[src/rtl/uart_tx.sv]
// ============================================================================
// Module   : uart_tx
// Brief    : Byte FIFO plus 8N1 serial transmitter; define UART_TX_PARITY_EN
//            for 8E1 frames with an even parity bit.
// Revision : 1.0 - initial release
// ============================================================================
`default_nettype none

module uart_tx #(
  parameter int CLK_FREQ_HZ = 100_000_000,
  parameter int BAUD_RATE   = 115_200,
  parameter int FIFO_DEPTH  = 4
) (
  input  logic                          clk,
  input  logic                          reset,
  input  logic [7:0]                    tx_data,
  input  logic                          tx_valid,
  output logic                          tx_ready,
  output logic                          io_tx,
  output logic                          tx_busy,
  output logic [$clog2(FIFO_DEPTH):0]   fifo_count
);

  localparam int c_CLKS_PER_BIT = CLK_FREQ_HZ / BAUD_RATE;
  localparam int c_CNT_W        = $clog2(c_CLKS_PER_BIT);
  localparam int c_PTR_W        = $clog2(FIFO_DEPTH);
  localparam int c_COUNT_W      = c_PTR_W + 1;
  localparam logic [c_CNT_W-1:0]   c_BAUD_LAST = c_CNT_W'(c_CLKS_PER_BIT - 1);
  localparam logic [c_COUNT_W-1:0] c_FULL      = c_COUNT_W'(FIFO_DEPTH);

  typedef enum logic [2:0] {
    ST_IDLE   = 3'd0,
    ST_START  = 3'd1,
    ST_DATA   = 3'd2,
`ifdef UART_TX_PARITY_EN
    ST_PARITY = 3'd3,
`endif
    ST_STOP   = 3'd4
  } state_t;

  logic [7:0]           r_mem [FIFO_DEPTH];
  logic [c_PTR_W-1:0]   r_wr_ptr;
  logic [c_PTR_W-1:0]   r_rd_ptr;
  logic [c_COUNT_W-1:0] r_count;
  state_t               r_state;
  state_t               w_state_next;
  logic [7:0]           r_shift;
  logic [2:0]           r_bit_idx;
  logic [c_CNT_W-1:0]   r_baud_cnt;
  logic                 r_tx;
`ifdef UART_TX_PARITY_EN
  logic                 r_parity;
`endif

  logic w_ready;
  logic w_push;
  logic w_pop;
  logic w_tx_next;
  logic w_shift_adv;
  logic w_baud_last;
  logic w_fifo_nonempty;

  assign w_ready         = (r_count != c_FULL);
  assign w_push          = tx_valid && w_ready;
  assign w_baud_last     = (r_baud_cnt == c_BAUD_LAST);
  assign w_fifo_nonempty = (r_count != '0);

  assign tx_ready   = w_ready;
  assign io_tx      = r_tx;
  assign tx_busy    = (r_state != ST_IDLE) || w_fifo_nonempty;
  assign fifo_count = r_count;

  // Next-state logic also computes the next line level so io_tx is a flop
  // that changes on the same edge as the state.
  always_comb begin
    w_state_next = r_state;
    w_pop        = 1'b0;
    w_tx_next    = r_tx;
    w_shift_adv  = 1'b0;
    case (r_state)
      ST_IDLE: begin
        w_tx_next = 1'b1;
        if (w_fifo_nonempty) begin
          w_pop        = 1'b1;
          w_state_next = ST_START;
          w_tx_next    = 1'b0;
        end
      end
      ST_START: begin
        if (w_baud_last) begin
          w_state_next = ST_DATA;
          w_tx_next    = r_shift[0];
        end
      end
      ST_DATA: begin
        if (w_baud_last) begin
          if (r_bit_idx == 3'd7) begin
`ifdef UART_TX_PARITY_EN
            w_state_next = ST_PARITY;
            w_tx_next    = r_parity;
`else
            w_state_next = ST_STOP;
            w_tx_next    = 1'b1;
`endif
          end else begin
            w_shift_adv = 1'b1;
            w_tx_next   = r_shift[1];
          end
        end
      end
`ifdef UART_TX_PARITY_EN
      ST_PARITY: begin
        if (w_baud_last) begin
          w_state_next = ST_STOP;
          w_tx_next    = 1'b1;
        end
      end
`endif
      ST_STOP: begin
        if (w_baud_last) begin
          if (w_fifo_nonempty) begin
            w_pop        = 1'b1;
            w_state_next = ST_START;
            w_tx_next    = 1'b0;
          end else begin
            w_state_next = ST_IDLE;
            w_tx_next    = 1'b1;
          end
        end
      end
      default: begin
        w_state_next = ST_IDLE;
        w_tx_next    = 1'b1;
      end
    endcase
  end

  always_ff @(posedge clk) begin
    if (w_push) begin
      r_mem[r_wr_ptr] <= tx_data;
    end
  end

  always_ff @(posedge clk) begin
    if (reset) begin
      r_state    <= ST_IDLE;
      r_wr_ptr   <= '0;
      r_rd_ptr   <= '0;
      r_count    <= '0;
      r_shift    <= '0;
      r_bit_idx  <= '0;
      r_baud_cnt <= '0;
      r_tx       <= 1'b1;
`ifdef UART_TX_PARITY_EN
      r_parity   <= 1'b0;
`endif
    end else begin
      r_state <= w_state_next;
      r_tx    <= w_tx_next;

      if (w_push) begin
        r_wr_ptr <= r_wr_ptr + c_PTR_W'(1);
      end

      if (w_pop) begin
        r_rd_ptr   <= r_rd_ptr + c_PTR_W'(1);
        r_shift    <= r_mem[r_rd_ptr];
        r_bit_idx  <= '0;
        r_baud_cnt <= '0;
`ifdef UART_TX_PARITY_EN
        r_parity   <= ^r_mem[r_rd_ptr];
`endif
      end else if (r_state != ST_IDLE) begin
        r_baud_cnt <= w_baud_last ? '0 : r_baud_cnt + c_CNT_W'(1);
      end

      if (w_shift_adv) begin
        r_shift   <= {1'b0, r_shift[7:1]};
        r_bit_idx <= r_bit_idx + 3'd1;
      end

      // Push and pop together leave the occupancy unchanged.
      case ({w_push, w_pop})
        2'b10:   r_count <= r_count + c_COUNT_W'(1);
        2'b01:   r_count <= r_count - c_COUNT_W'(1);
        default: r_count <= r_count;
      endcase
    end
  end

endmodule

`default_nettype wire

[config.mk]
export PLATFORM = sky130hd
export DESIGN_NAME = uart_tx
export DESIGN_NICKNAME = d
export VERILOG_FILES = /design/src/rtl/uart_tx.sv
export SDC_FILE = /design/constraint.sdc
export NUM_CORES = 1
export LEC_CHECK = 0
export BUFFER_PORTS_ARGS = -buffer_cell sky130_fd_sc_hd__buf_4
export CELL_PAD_IN_SITES_DETAIL_PLACEMENT = 0
export CELL_PAD_IN_SITES_GLOBAL_PLACEMENT = 2
export CORE_MARGIN = 2
export CORE_UTILIZATION = 40
export CTS_CLUSTER_DIAMETER = 100
export DETAILED_ROUTE_END_ITERATION = 8
export GPL_TIMING_DRIVEN = 0
export HOLD_SLACK_MARGIN = 0.1
export PLACE_DENSITY_LB_ADDON = 0.1
export RECOVER_POWER = 25
export SYNTH_ARGS = -nofsm -noshare
export SYNTH_HDL_FRONTEND = slang
export SYNTH_SLANG_ARGS = --single-unit
[constraint.sdc]
create_clock -name clk -period 2.9 [get_ports clk]
set_input_delay 0.29 -clock clk [delete_from_list [all_inputs] [get_ports clk]]
set_output_delay 0.29 -clock clk [all_outputs]
set_load 0.05 [all_outputs]
# Yosys cells after proc, flatten, opt, wreduce, memory -nomap -nowiden
# Memory sizes are Yosys's and may differ from the RTL's. A register that Yosys moved wholly into a read port is not among the register bits.
# Cells that the tools add are included.
[word_totals] n_memories=1 wordCells=69 regBits=32 ram_bits=32 input_bits=11
[classes] n_addsub=6 n_eq_ne=13 n_reduce_logical=11 n_mux=29
[memory_table] name="r_mem" depth=4 word_bits=8 read_ports=1 rd_clocked_by_memory_dff=1 write_ports=1 line="41" text="logic [7:0] r_mem [FIFO_DEPTH];"
[ops] operator="two-way mux 3 bit" n=7
[ops] operator="two-way mux 7 bit" n=2
[ops] operator="two-way mux 1 bit" n=13
[ops] operator="case mux 3 bit (4 select lines)" n=1
[ops] operator="adder 10 x 1 -> 10 bit, second input constant" n=1
[ops] operator="== test 10 bit, second input constant" n=1
[ops] operator="two-way mux 10 bit" n=1
[ops] operator="inequality test 2 bit, second input constant" n=5
[ops] operator="adder 3 x 1 -> 3 bit, second input constant" n=2
[ops] operator="== test 3 bit, second input constant" n=2
[ops] operator="case mux 3 bit (2 select lines)" n=1
[ops] operator="nonzero test 3 bit" n=2
[ops] operator="AND reduction 5 bit" n=1
[ops] operator="adder 2 x 1 -> 2 bit, second input constant" n=2
[ops] operator="two-way mux 2 bit" n=2
[ops] operator="case mux 1 bit (4 select lines)" n=1
[ops] operator="nonzero test 2 bit" n=2
[ops] operator="OR reduction 2 bit" n=2
[ops] operator="== test 3 x 1 -> 1 bit, second input constant" n=1
[ops] operator="== test 3 x 2 -> 1 bit, second input constant" n=1
[ops] operator="logical NOT 3 bit" n=1
[ops] operator="inequality test 3 bit, second input constant" n=1
[ops] operator="AND reduction 3 bit" n=1
[ops] operator="subtractor 3 x 1 -> 3 bit, second input constant" n=1
[ops] operator="other kinds (5)" n=5

# Longest topological paths before layout
# Gate-level depths: netlist of run 1.
[logic_depth] word_depth=6 mapped_depth=11

# Least setup slack after synthesis of run 1
# OpenSTA, ideal clock, no wires.
[synth_path] path_kind="flip-flop to flip-flop" start="register r_count[0] (netlist: fifo_count[0])" end="register r_count[2] (netlist: fifo_count[2])" arrival_ns=2.693 path_buffers=0 required_ns=2.829 slack_ns=0.136 path_stages_with_launch=9 path_cell_list="dfxtp_1 -> or3b_1 -> and2_1 -> inv_1 -> ha_1 -> fa_1 -> xnor2_1 -> or3_1 -> a21oi_1"
[synth_via] elab_cells_between_ends=12 classes_between="2 x add/sub; 3 x eq/ne; 4 x mux; 3 x reduce/logical"
[synth_lines] item="from (decl)" line="44" text="logic [c_COUNT_W-1:0] r_count;"
[synth_lines] item="from (signal assigned)" line="184" text="2'b10: r_count <= r_count + c_COUNT_W'(1);"
[synth_lines] item="from (signal assigned)" line="185" text="2'b01: r_count <= r_count - c_COUNT_W'(1);"
[synth_lines] item="from (signal assigned)" line="186" text="default: r_count <= r_count;"
[synth_lines] item="inequality test 3 bit (*)" line="63" text="assign w_ready = (r_count != c_FULL);"
[synth_lines] item="named net tx_ready" line="18" text="output logic tx_ready,"
[synth_lines] item="logical AND 1 bit (*)" line="64" text="assign w_push = tx_valid && w_ready;"
[synth_lines] item="== test 2 x 1 -> 1 bit or == test 2 bit (tied branches)" line="183" text="case ({w_push, w_pop})"
[synth_lines] item="case mux 3 bit (2 select lines) or nonzero test 2 bit (tied branches)"
# Mark *: on every way through the listed nets, which the timed path passes. The rest lies on a longest branch.
# A chain may end at the register's enable or synchronous reset.

# Worst setup path in the final report of run 1
[layout_path] start="register r_count[0] (netlist: fifo_count[0])" end="register r_count[2] (netlist: fifo_count[2])"
[layout_via] elab_chain_cells=6 elab_cells_between_ends=12 classes_between="2 x add/sub; 3 x eq/ne; 4 x mux; 3 x reduce/logical"
[layout_rtl] item="nonzero test 3 bit (*)" line="66" text="assign w_fifo_nonempty = (r_count != '0);"
[layout_rtl] item="two-way mux 1 bit (*)" line="83, 121"
[layout_rtl] item="two-way mux 1 bit" line="120" text="if (w_baud_last) begin"
[layout_rtl] item="case mux 1 bit (2 select lines) (*)" line="80" text="case (r_state)"
[layout_rtl] item="named net w_pop" line="57" text="logic w_pop;"
[layout_rtl] item="== test 2 x 1 -> 1 bit or == test 2 bit (tied branches)" line="183"
[layout_rtl] item="case mux 3 bit (2 select lines) or nonzero test 2 bit (tied branches)"
# Marked as above.

==> results of run 1 <==
flip-flops by register name (all words and copies together) (netlist names), named ones only:
register    flops
r_rd_ptr        2
fifo_count      3
io_tx           1
r_mem          32
r_shift         8
r_bit_idx       3
r_state         3
r_wr_ptr        2
r_baud_cnt     10
worst reg2reg max path, stage by stage (launching register included):
cell      delay [ns]
dfxtp_1         0.37
or3_1           0.46
and2_2          0.20
clkbuf_8        0.15
nand2_1         0.11
inv_1           0.09
ha_1            0.22
fa_1            0.38
xnor2_1         0.14
or3_1           0.30
a21oi_1         0.13
logic make-up (layout without fill, tap and decap cells):
family	count (synthesis)	in the layout	synth area share
DFF	66	66	0.559
and+or+nand+nor	73	73	0.135
xor gates and xnor gates	13	13	0.0388
adders and majority gates	9	9	0.0409
buffers and inverters	19	51	0.0358
AOI/OAI and AO/OA	56	56	0.122
muxes	10	10	0.0686
through the flow:
step	power [mW]	hold slack (ns)	worst slack [ns]	std cells
after global placement	2.24	0.459	0.259	361
after detailed placement	2.24	0.463	0.271	361
after global routing	3.22	0.135	0.0258	377
final	3.01	0.155	0.267	377
after floorplan	1.99	0.389	0.136	246
after CTS	3.06	0.119	0.243	377
layout make-up:
type                            instances  area, um2
Multi-Input combinational cell        161       1190
Timing Repair Buffer                   16       93.8
Tap cell                               99        124
Fill cell                             658       3810
Sequential cell                        66       1640
Buffer                                 12       78.8
Inverter                                7       26.3
Clock inverter                          7       85.1
Clock buffer                            9        124
metal layers:
metal,GRT usage,routed length (um),vias up,share of wire
met4,0.0855,140,0,0.024
met5,0,0,-,0
met3,0.0420,176,12,0.030
li1,-,-,976,-
met1,0.236,2940,919,0.51
met2,0.229,2550,31,0.44
cells in the final DEF, fill, tap and decap left out, types with 2 or more instances in the layout:
master      count
xor2_1          5
nand4_1         5
nand3_1         6
buf_2           4
nor2b_1         2
and3_1          4
mux4_2          8
o211ai_1        4
clkbuf_8       11
nor3_1          6
a21oi_1        17
dfxtp_1        34
clkinvlp_4      2
nor2_1         17
xnor2_1         8
o21ai_0        16
a31oi_1         8
ha_1            8
buf_4           9
nand2_1        13
or3_1           5
and2_1          2
inv_8           2
edfxtp_1       32
nand2b_1        2
clkbuf_1       10
inv_1           7
worst min-delay path by stage:
stage	from	end	slack (ns)	cells after the start
after global placement	r_shift[1]$_SDFFE_PP0P_	r_shift[1]$_SDFFE_PP0P_	0.46	2
final	tx_data[0]	r_mem[2][0]$_DFFE_PP_	0.15	1
after global routing	tx_data[0]	r_mem[2][0]$_DFFE_PP_	0.14	1
after floorplan	tx_data[0]	r_mem[0][0]$_DFFE_PP_	0.39	0
after CTS	tx_data[2]	r_mem[1][2]$_DFFE_PP_	0.12	1
after detailed placement	r_shift[6]$_SDFFE_PP0P_	r_shift[6]$_SDFFE_PP0P_	0.46	2
report_power, final:
group / leakage (nW) / total (mW) / internal, mW / switching (mW)
sequential: 0.571 / 1.21 / 1.14 / 0.0767
combinational: 0.495 / 0.988 / 0.406 / 0.582
clock: 0.0999 / 0.813 / 0.413 / 0.401
total: 1.17 / 3.01 / 1.95 / 1.06
what timing repair did:
item                       4_1_cts  5_1_grt
hold endpoints to repair         0        0
setup endpoints to repair        0        1
buffers inserted                 0        0
==> flow_summary.json, run 1 <==
{
  "cts.sinks": 66,
  "hold_viol": 0,
  "syn_inst": 246,
  "cp_max_fo": 10,
  "power_density_nw_per_um2": 896,
  "grt_pass1_vias": 1910,
  "crit_end": "fifo_count[2]$_SDFFE_PP0P_",
  "crit_buf_inv": 2,
  "antenna_cells": 0,
  "dpl.hpwl_um": 3980,
  "slowest_delay_ns": 0.46,
  "area_growth_pct": 14.5,
  "peakVddDrop_uv": 625,
  "relSlewSlack": 0.599,
  "start_util": 0.409,
  "grt_pass1_wl_um": 9680,
  "crit_start": "fifo_count[0]$_SDFFE_PP0P_",
  "viasPerCell": 5.14,
  "drc_errors": 0,
  "die_y_um": 89.7,
  "finClkSkew_ns": 0.0102,
  "yosysMostFrequentCell": "dfxtp_1",
  "fmax_ghz": 0.380,
  "cts-htree-levels": 3,
  "maxCapViolations": 0,
  "drv_slew": 0,
  "place_area_um2": 3180,
  "rsz0062_at_grt": "false",
  "clkLatencyLatePin_ns": 0.35,
  "fin_nets": 293,
  "async_flop_share": 0,
  "grt-ovfl-total": 0,
  "synth_area_um2": 2940,
  "yosysTopAreaCell": "edfxtp_1",
  "final_antenna_net_count": 0,
  "synth_top_area_share": 0.327,
  "tightest_slew_ns": 0.602,
  "crit_type": "reg2reg",
  "cts.repair.resized": 0,
  "start_kind": "register",
  "cp_common_cell": "or3_1",
  "hp-class": "in2reg",
  "p_leak_nw": 1.17,
  "rr_worst_depth": 10,
  "coreArea_um2": 7180,
  "ys_top_cells_by_area": "edfxtp_1 (33%), dfxtp_1 (23%), mux4_2 (6.1%), ha_1 (3.4%), a21oi_1 (2.9%)",
  "r2r-end": "fifo_count[2]$_SDFFE_PP0P_",
  "r2r_slack_ns": 0.27,
  "ctsHoldBuffers": 0,
  "finalCritPeriodShare": 0.908,
  "path_cells": "or3_1, and2_2, clkbuf_8, nand2_1, inv_1, ha_1, fa_1, xnor2_1, or3_1, a21oi_1",
  "synth_edf_count": 32,
  "final_cell_area_um2": 3360,
  "first_iter_violations": 93,
  "avgSynthCellArea_um2": 11.9,
  "ioPinCount": 17,
  "status": "finished, final reports clean",
  "drt_wl_total_um": 5800,
  "setup_viol": 0,
  "ys_warn_count": 0,
  "synthFlopType": "dfxtp_1",
  "synthTopCellsByCount": "dfxtp_1 (34), edfxtp_1 (32), a21oi_1 (17), nor2_1 (17), o21ai_0 (16)",
  "numPortBuffers": 16,
  "clock_path_buffers": 2,
  "drt_first_pass_iters": 4,
  "synth_cell_types": 52,
  "crit_family": "simple AND/OR/NAND/NOR gates",
  "gp_congestion": 0.720,
  "cp.depth": 10,
  "vias": 1938,
  "drive_gt1_frac": 0.173,
  "tns_ns": 0,
  "ys_seq_elements": 66,
  "synth_fp_nets": 266,
  "cts_tree": "yes",
  "min_period_ns": 2.63,
  "rows": 31,
  "drt-wirelength-per-cell_um": 15.4,
  "clk_pin_slew_worst_paths_ns": 0.08,
  "worst_ep_required_time_ns": 3.18,
  "crit-reg2reg-launch": "fifo_count[0]$_SDFFE_PP0P_",
  "die_area_um2": 8040,
  "die_w_um": 89.7,
  "ys_seq_area_frac": 0.559,
  "antenna_found_initial": 0,
  "crit_path_top_delay_cell": "or3_1",
  "grt_max_degree": 15,
  "cp-end-kind": "register",
  "track_usage": 0.165,
  "arrival_ns": 2.91,
  "final_core_util": 0.469,
  "clockRootBuffer": "clkbuf_8",
  "numCtsBuffers": 9
}
Note: power is estimated with default switching activity, not from simulation.
==> run 2: changes to the inputs <==
- clock period: 2.9 -> 3.1 ns (I/O delays scaled with it)
==> flow_summary.json, run 2 (same netlist as run 1, synthesis figures left out) <==
{
  "drc_errors": 0,
  "hold-path-cell-count": 1,
  "final_antenna_net_count": 0,
  "cp-end-kind": "register",
  "r2r-end": "fifo_count[2]$_SDFFE_PP0P_",
  "rr_worst_depth": 10,
  "first_iter_violations": 90,
  "final_cell_area_um2": 3360,
  "final_cell_mix": "dfxtp_1 (34), edfxtp_1 (32), nor2_1 (17), a21oi_1 (17), o21ai_0 (16)",
  "cts.repair.resized": 0,
  "start_util": 0.409,
  "setup_viol": 0,
  "grt_pass1_wl_um": 9680,
  "hold_start": "tx_data[0]",
  "ioPinCount": 17,
  "ctsHoldBuffers": 0,
  "finClkSkew_ns": 0.0102,
  "power.total_mw": 2.82,
  "dp_worst_setup_slack_ns": 0.471,
  "hold_viol": 0,
  "grt_util_met3": 0.0420,
  "cts-htree-levels": 3,
  "finalCritPeriodShare": 0.852,
  "vias": 1939,
  "drt-wirelength-per-cell_um": 15.3,
  "r2r_slack_ns": 0.46,
  "worst_ep_required_time_ns": 3.38,
  "die_area_um2": 8040,
  "cts.sinks": 66,
  "min_period_ns": 2.64,
  "rows": 31,
  "grt_pass1_vias": 1910,
  "min_to": "r_mem[2][0]$_DFFE_PP_",
  "cp_max_fo": 10,
  "coreArea_um2": 7180,
  "reg_top3": "r_mem x32, r_baud_cnt x10, r_shift x8",
  "top_register": "r_mem",
  "fillers": 658,
  "start_kind": "register",
  "fmax_ghz": 0.379,
  "finalNonFillerCells": 377,
  "tns_ns": 0,
  "crit-reg2reg-launch": "fifo_count[0]$_SDFFE_PP0P_",
  "grt-ovfl-total": 0,
  "clock_path_buffers": 2,
  "die_w_um": 89.7,
  "grt_max_degree": 15,
  "drt_first_pass_iters": 4,
  "clkLatencyLatePin_ns": 0.35,
  "antenna_found_initial": 0,
  "drv_slew": 0,
  "numPortBuffers": 16,
  "drive_gt1_frac": 0.173,
  "hp-class": "in2reg",
  "area_growth_pct": 14.5,
  "clk_pin_slew_worst_paths_ns": 0.08,
  "viasPerCell": 5.14,
  "rsz0062_at_grt": "false",
  "tightest_slew_ns": 0.601,
  "fin_nets": 293,
  "maxCapViolations": 0,
  "die_y_um": 89.7,
  "status": "finished, final reports clean",
  "power_density_nw_per_um2": 838,
  "place_area_um2": 3180,
  "gp_congestion": 0.720,
  "track_usage": 0.165,
  "dpl.hpwl_um": 3980,
  "crit_type": "reg2reg",
  "peakVddDrop_uv": 588,
  "arrival_ns": 2.92,
  "worst_slack_ns": 0.459,
  "largest_reg_flops": 32,
  "relSlewSlack": 0.599,
  "numCtsBuffers": 9,
  "p_leak_nw": 1.17,
  "cts_setup_buffers": 0,
  "clockRootBuffer": "clkbuf_8",
  "cts_tree": "yes",
  "final_common_cell": "dfxtp_1",
  "top_usage_layer": "met1",
  "use_met1": 0.236,
  "grt_use_met2": 0.229,
  "numPlacedInstances": 361,
  "antenna_cells": 0,
  "drt_wl_total_um": 5780
}
## run 2: cell counts in the layout (fill, tap and decap cells not counted)
Identical to the previous run, type by type.
## run 2: cell type report
type	count	area [um2]	share of cell area
multi-input cells	161	1190	0.354
repair buffers	16	93.8	0.0279
well taps	99	124	0.0368
inverters	7	26.3	0.00781
clock buffers	9	124	0.0368
flip-flops and latches	66	1640	0.488
clock inverters	7	85.1	0.0253
plain buffers	12	78.8	0.0234
## run 2: routing by layer
metal  wire length [um]  vias up  share of wire
met2               2520       31           0.43
met4                140        0          0.024
met5                  0        -              0
met1               2950      918           0.51
met3                174       12          0.030
li1                   -      978              -
## run 2: power breakdown
group | switching [mW] | internal, mW | total, mW
logic | 0.545 | 0.379 | 0.924
registers | 0.0719 | 1.06 | 1.13
clock network | 0.375 | 0.386 | 0.761
total | 0.991 | 1.83 | 2.82
## run 2: worst max-delay path, cell delays in order, from the launching register on
cell      delay, ns
dfxtp_1        0.37
or3_1          0.46
and2_2         0.20
clkbuf_8       0.15
nand2_1        0.11
inv_1          0.09
ha_1           0.22
fa_1           0.38
xnor2_1        0.14
or3_1          0.30
a21oi_1        0.13
## run 2: worst max path at each step
stage                                    start                    endpoint  slack (ns)  cells past startpoint
finish              fifo_count[0]$_SDFFE_PP0P_  fifo_count[2]$_SDFFE_PP0P_        0.46                     10
global route        r_baud_cnt[0]$_SDFFE_PP0N_  fifo_count[2]$_SDFFE_PP0P_        0.19                     10
CTS                 fifo_count[0]$_SDFFE_PP0P_  fifo_count[2]$_SDFFE_PP0P_        0.44                     10
detailed placement  fifo_count[0]$_SDFFE_PP0P_  fifo_count[2]$_SDFFE_PP0P_        0.47                     10
global placement    fifo_count[0]$_SDFFE_PP0P_  fifo_count[2]$_SDFFE_PP0P_        0.46                     10
floorplan           fifo_count[0]$_SDFFE_PP0P_  fifo_count[2]$_SDFFE_PP0P_        0.34                      8
## run 2: through the flow
step                hold slack [ns]  utilization
finish                        0.175        0.469
CTS                           0.139        0.472
detailed placement            0.463        0.443
global route                  0.155        0.469
global placement              0.459        0.443
floorplan                     0.409            -
